**config.mk**
```make
export PLATFORM = sky130hd
export DESIGN_NAME = mmio_uart_bridge
export DESIGN_NICKNAME = d
export VERILOG_FILES = /design/src/rtl/mmio_uart_bridge.sv
export SDC_FILE = /design/constraint.sdc
export NUM_CORES = 1
export LEC_CHECK = 0
export ABC_AREA = 1
export CORE_MARGIN = 2
export CORE_UTILIZATION = 48
export DETAILED_ROUTE_END_ITERATION = 10
export PLACE_DENSITY = 0.76
export SYNTH_ARGS = -nofsm -noshare
export SYNTH_HDL_FRONTEND = slang
export SYNTH_SLANG_ARGS = --single-unit
```
**constraint.sdc**
```tcl
create_clock -name clk -period 3.2 [get_ports clk]
set_input_delay 0.48 -clock clk [delete_from_list [all_inputs] [get_ports clk]]
set_output_delay 0.48 -clock clk [all_outputs]
set_load 0.005 [all_outputs]
```
**src/rtl/mmio_uart_bridge.sv**
```systemverilog
// UART-to-MMIO command bridge: decodes command bytes from the RX FIFO into single
// read/write strobes on one slot and returns ack, read data or error bytes to the TX FIFO.
module mmio_uart_bridge #(
  parameter int TIMEOUT = 1_000_000,
  parameter int TW      = 20
) (
  input  logic        clk,
  input  logic        reset,
  input  logic [7:0]  rx_data,
  input  logic        rx_empty,
  output logic        rd_uart,
  output logic [7:0]  tx_data,
  input  logic        tx_full,
  output logic        wr_uart,
  output logic        cs,
  output logic        read,
  output logic        write,
  output logic [4:0]  addr,
  output logic [31:0] wr_data,
  input  logic [31:0] rd_data,
  output logic        busy
);

  typedef enum logic [2:0] {
    IDLE, GET_DATA, DO_WRITE, SEND_ACK, DO_READ, SEND_DATA, SEND_ERR
  } state_t;

  localparam logic [TW-1:0] TMO_MAX = TW'(TIMEOUT);

  state_t        state, state_nxt;
  logic [4:0]    addr_q, addr_nxt;
  logic [31:0]   wr_data_q, wr_data_nxt;
  logic [31:0]   shreg, shreg_nxt;
  logic [1:0]    byte_cnt, byte_cnt_nxt;
  logic [TW-1:0] tmo_cnt, tmo_nxt;
  logic          pop, push;
  logic [7:0]    tx_byte;

  always_ff @(posedge clk or posedge reset) begin
    if (reset) begin
      state     <= IDLE;
      addr_q    <= '0;
      wr_data_q <= '0;
      shreg     <= '0;
      byte_cnt  <= '0;
      tmo_cnt   <= '0;
    end else begin
      state     <= state_nxt;
      addr_q    <= addr_nxt;
      wr_data_q <= wr_data_nxt;
      shreg     <= shreg_nxt;
      byte_cnt  <= byte_cnt_nxt;
      tmo_cnt   <= tmo_nxt;
    end
  end

  always_comb begin
    state_nxt    = state;
    addr_nxt     = addr_q;
    wr_data_nxt  = wr_data_q;
    shreg_nxt    = shreg;
    byte_cnt_nxt = byte_cnt;
    tmo_nxt      = tmo_cnt;
    pop          = 1'b0;
    push         = 1'b0;
    tx_byte      = 8'h00;
    case (state)
      IDLE: begin
        if (!rx_empty) begin
          pop = 1'b1;
          if (rx_data[6:5] != 2'b00) begin
            state_nxt = SEND_ERR;
          end else if (rx_data[7]) begin
            addr_nxt     = rx_data[4:0];
            byte_cnt_nxt = '0;
            tmo_nxt      = '0;
            state_nxt    = GET_DATA;
          end else begin
            addr_nxt  = rx_data[4:0];
            state_nxt = DO_READ;
          end
        end
      end
      GET_DATA: begin
        // An expired inter-byte gap aborts before any further byte is consumed.
        if (tmo_cnt == TMO_MAX) begin
          state_nxt = IDLE;
        end else if (!rx_empty) begin
          pop                                 = 1'b1;
          tmo_nxt                             = '0;
          wr_data_nxt[{byte_cnt, 3'b000} +: 8] = rx_data;
          byte_cnt_nxt                        = byte_cnt + 2'd1;
          if (byte_cnt == 2'd3) state_nxt = DO_WRITE;
        end else begin
          tmo_nxt = tmo_cnt + TW'(1);
        end
      end
      DO_WRITE: state_nxt = SEND_ACK;
      DO_READ: begin
        shreg_nxt    = rd_data;
        byte_cnt_nxt = '0;
        state_nxt    = SEND_DATA;
      end
      SEND_ACK: begin
        tx_byte = 8'h4B;
        if (!tx_full) begin
          push      = 1'b1;
          state_nxt = IDLE;
        end
      end
      SEND_DATA: begin
        tx_byte = shreg[7:0];
        if (!tx_full) begin
          push         = 1'b1;
          shreg_nxt    = {8'h00, shreg[31:8]};
          byte_cnt_nxt = byte_cnt + 2'd1;
          if (byte_cnt == 2'd3) state_nxt = IDLE;
        end
      end
      SEND_ERR: begin
        tx_byte = 8'h45;
        if (!tx_full) begin
          push      = 1'b1;
          state_nxt = IDLE;
        end
      end
      default: state_nxt = IDLE;
    endcase
  end

  // The pop is masked during reset so no byte is lost while the bridge is held.
  assign rd_uart = pop & ~reset;
  assign wr_uart = push;
  assign tx_data = tx_byte;
  assign cs      = (state == DO_WRITE) || (state == DO_READ);
  assign write   = (state == DO_WRITE);
  assign read    = (state == DO_READ);
  assign addr    = addr_q;
  assign wr_data = wr_data_q;
  assign busy    = (state != IDLE);

endmodule

```
# --- After elaboration in Yosys (flattened, before gate mapping) ---
# Cells that the tools add are included.
op_classes:
  mux: 32
  eq_ne: 18
  reduce_logical: 15
  div: 0
  bitwise: 5
  n_lt_le_gt_ge: 0
  multipliers: 0
  n_addsub: 3
  shifts: 2
op_table:
  columns: ["operator", "count"]
  rows:
  - ["$mux 20", 5]
  - ["$pmux 32 s2", 1]
  - ["$pmux 20 s2", 1]
  - ["$bwmux 32", 1]
  - ["$mux 32", 1]
  - ["$shift 8x7->32 const A", 1]
  - ["$shiftx 8x7->32", 1]
  - ["$mux 3", 9]
  - ["$pmux 8 s3", 1]
  - ["$add 20x1->20 const B", 1]
  - ["$eq 20x20->1 const B", 1]
  - ["$pmux 3 s6", 1]
  - ["$ne 2x2->1 const B", 8]
  - ["$mux 2", 6]
  - ["$eq 3x3->1 const B", 3]
  - ["$pmux 2 s4", 1]
  - ["$neg 5->7", 1]
  - ["$reduce_and 7->1", 1]
  - ["$eq 3x2->1 const B", 2]
  - ["$ne 3x3->1 const B", 2]
  - ["$reduce_and 3->1", 2]
  - ["$reduce_and 6->1", 1]
  - ["$reduce_bool 2->1", 3]
  - ["$reduce_and 5->1", 1]
  - ["other kinds (14)", 20]
word_totals:
  out_inout_bits: 51
  in_bits: 44
  mem_bits_rw: 0
  mem_count: 0
  word_cells: 81
  latch_bits: 0
  regBits: 94
  romBits: 0

# --- Depth between registers and ports, before layout ---
logic_depth:
  ltp_word: 5
  depth_mapped: 13
  mapped_depth_nobuf: 13

# --- Worst setup path after synthesis ---
# Ideal clock, no wire load.
synth_timing:
  path_type: "register -> output"
  startpoint: "register tmo_cnt[0]"
  endpoint: "output port rd_uart"
  path_buffers: 0
  path_stages_with_launch: 10
  required_time_ns: 2.720
  t_arrival_ns: 1.267
  setup_slack_ns: 1.453
  path_cell_list: "dfrtp_1 > inv_1 > ha_1 > nand2_1 > inv_1 > nand2_1 > nor2_1 > nand3_1 > nand2_4 > a211oi_1"
synth_between:
  elab_chain_cells: 4
synth_rtl:
  columns: ["item", "line", "rtl"]
  rows:
  - ["from (decl)", "35", "logic [TW-1:0] tmo_cnt, tmo_nxt;"]
  - ["from (signal assigned)", "53", "tmo_cnt <= tmo_nxt;"]
  - ["$eq 20x20->1", "86", "if (tmo_cnt == TMO_MAX) begin"]
  - ["$mux 1", "86", null]
  - ["$pmux 1 s2", "67", "case (state)"]
  - ["$and 1x1->1", "132", "assign rd_uart = pop & ~reset;"]
  - ["to (decl)", "11", "output logic rd_uart,"]
# No other way between the ends.

# --- Worst setup path after layout ---
# Ends and elaborated chain as after synthesis.

==> results.txt <==
status -> completed
nets@finish -> 750
ys async rst share -> 1.00
H-tree Lvls -> 3
CTS tree -> built
core area -> 10,300 um^2
DIE AREA -> 11,500 um^2
YS warnings -> 0
top cells by count, synth -> 160 x nand2_1, 94 x dfrtp_1, 68 x inv_1, 45 x nand3_1, 41 x o21ai_1
total congestion overflow -> 0
Skew-Pair Late Insertion Delay -> 0.36 ns
Reg clk slew, reported paths -> 0.10 ns
Worst-Margin Slew -> 0.695 ns
Synth top area share -> 0.461
worst vdd ir -> 426 uV
total power -> 0.00454 W
Main synth FF type -> dfrtp_1
Leakage Power -> 2.74 nW
Avg WL per Cell -> 14.8 um
RSZ-0062 raised after global routing -> false
count leader, synth -> nand2_1
IO Port Bufs -> 94
initial antenna violation count -> 0
# DRC -> 0
cts bufs inserted -> 9
Antenna Nets Post-Route -> 0
reg-to-reg slack, setup -> 1.00 ns
die width -> 107 um
CP cell instances -> inv_1 -> ha_1 -> nand2_1 -> inv_1 -> nand2_1 -> nor2_1 -> nand3_1 -> nand2_4 -> a211oi_1 -> clkdlybuf4s50_1
final setup TNS -> 0 ns
Max-Cap Viols -> 0
Max clock buf depth -> 2
R2R Path Start -> byte_cnt[0]
sequential share of the synthesized area -> 0.461
Max stage delay on crit path -> 0.55 ns
pin count of the biggest net entering global routing -> 57
ratio of cells with drive above 1 in the final layout -> 0.122
DP HPWL -> 9030 um
CP startpoint kind -> flop
final hold violation count -> 0
Routability Congestion -> 0.927
num rows -> 37
first-pass GRT wire length -> 20,600 um
CP endpoint kind -> output port
GRT Util Overall -> 0.225
root buf cell -> clkbuf_8
Syn-to-layout area delta -> 24.8%
synthesized netlist net count -> 662
placed inst area -> 6120 um^2
Synth Area per Inst -> 8.36 um^2
Post-synth EDFFs -> 0
Die Ht -> 107 um
TritonRoute pass-1 iters -> 5
worst path required time -> 2.72 ns
Max Clock Freq -> 361 MHz
cts-stage hold buffer count -> 0
top post-synthesis cells by area -> dfrtp_1 46%, nand2_1 12%, inv_1 5.0%
Final period util -> 0.865
Mapped Area -> 5100 um^2
post-synthesis cell count -> 610
Min-Delay Path Class -> input pin to asynchronous set/reset pin
crit path max-delay cell type -> clkdlybuf4s50_1
post-route cell area -> 6370 um^2
dominant cell type by area after synthesis -> dfrtp_1
initial core utilization -> 0.494
final setup violating endpoints -> 0
setup bufs post-CTS -> 0
Yosys cell types -> 35
DR iter-0 viols -> 204
Slew Limit Fails -> 0
crit path DAT -> 2.29 ns
Post-Route WL -> 12,400 um
Crit Reg-Reg Endpoint -> wr_data[29]
Tmin final -> 2.77 ns
Sink Count -> 94
Vias/cell -> 5.21
Setup Skew -> 0.0132 ns
DR vias -> 4,370
reg2reg path depth -> 5
final worst setup slack -> 0.433 ns
total power per unit cell area -> 713 nW/um^2
Setup CP Type -> flop to output port
Setup WS pre-CTS -> 0.809 ns
ANT cells -> 0
IO Pins -> 95
vias in the first global route -> 4,320
Max FO, Critical Path -> 5
Synth Register Bits -> 94
worst rel slew slack -> 0.535
post-CTS sizing -> 0
## per-layer routing
layer	global-route usage	routed length [um]
met5	0	0
met2	0.383	6220
met4	0.0761	190
met1	0.297	5550
met3	0.0286	417
## worst max-delay path, delay by kind of cell (launching register included)
family / cells / cell delay (ns)
buf+inv: 3 / 0.68
flops: 1 / 0.42
simple gates: 5 / 0.39
compound gates: 1 / 0.25
fa+ha+maj: 1 / 0.20
## flip-flops by register name (all words and copies together) (netlist names)
register / flops
byte_cnt: 2
state: 3
tmo_cnt: 20
wr_data: 32
addr: 5
shreg: 32
## where the power goes
| part | switching, W | internal [W] |
|---|---|---|
| Combinational | 0.00116 | 0.000779 |
| Clock | 0.000437 | 0.000527 |
| Sequential | 0.000140 | 0.00150 |
| Total | 0.00174 | 0.00280 |
## through the flow
step,instances,util,hold slack [ns]
finish,839,0.617,0.347
global route,839,0.617,0.337
CTS,839,0.617,0.332
detailed placement,823,0.593,0.477
global placement,823,0.593,0.473
floorplan,610,-,0.482
## logic make-up after synthesis
| logic type | share of synthesized area |
|---|---|
| flops | 0.461 |
| simple gates | 0.249 |
| buf+inv | 0.0886 |
| mux | 0.0110 |
| fa+ha+maj | 0.0196 |
| compound gates | 0.160 |
| xor+xnor | 0.0103 |
## worst max path at each step
stage,to,start
2_1_floorplan,addr[0],reset
3_3_place_gp,rd_uart,tmo_cnt[0]
3_5_place_dp,rd_uart,tmo_cnt[0]
4_1_cts,rd_uart,tmo_cnt[0]
5_1_grt,rd_uart,tmo_cnt[0]
6_report,rd_uart,tmo_cnt[0]
## area by class of cell
cell class | instances | area [um^2]
multi-input combinational | 418 | 2300
timing repair buffer | 100 | 1010
sequential | 94 | 2350
inverter | 75 | 285
clock buffer | 10 | 128
fill | 904 | 3960
tap | 136 | 170
clock inverter | 6 | 116
## placed cells by master, fill, tap and decap left out, drive strengths merged
cell type,count
o21ai,90
mux2,5
clkdlybuf4s50,94
xor2,6
dfrtp,94
o211ai,25
a211oi,1
bufinv,3
nand4,15
clkbuf,10
or2,2
nand2,168
nor2,35
ha,8
and2,2
nor3,13
nand3,46
clkinv,2
buf,6
inv,76
a21oi,2
No activity file was read; power rests on OpenSTA's default activity.
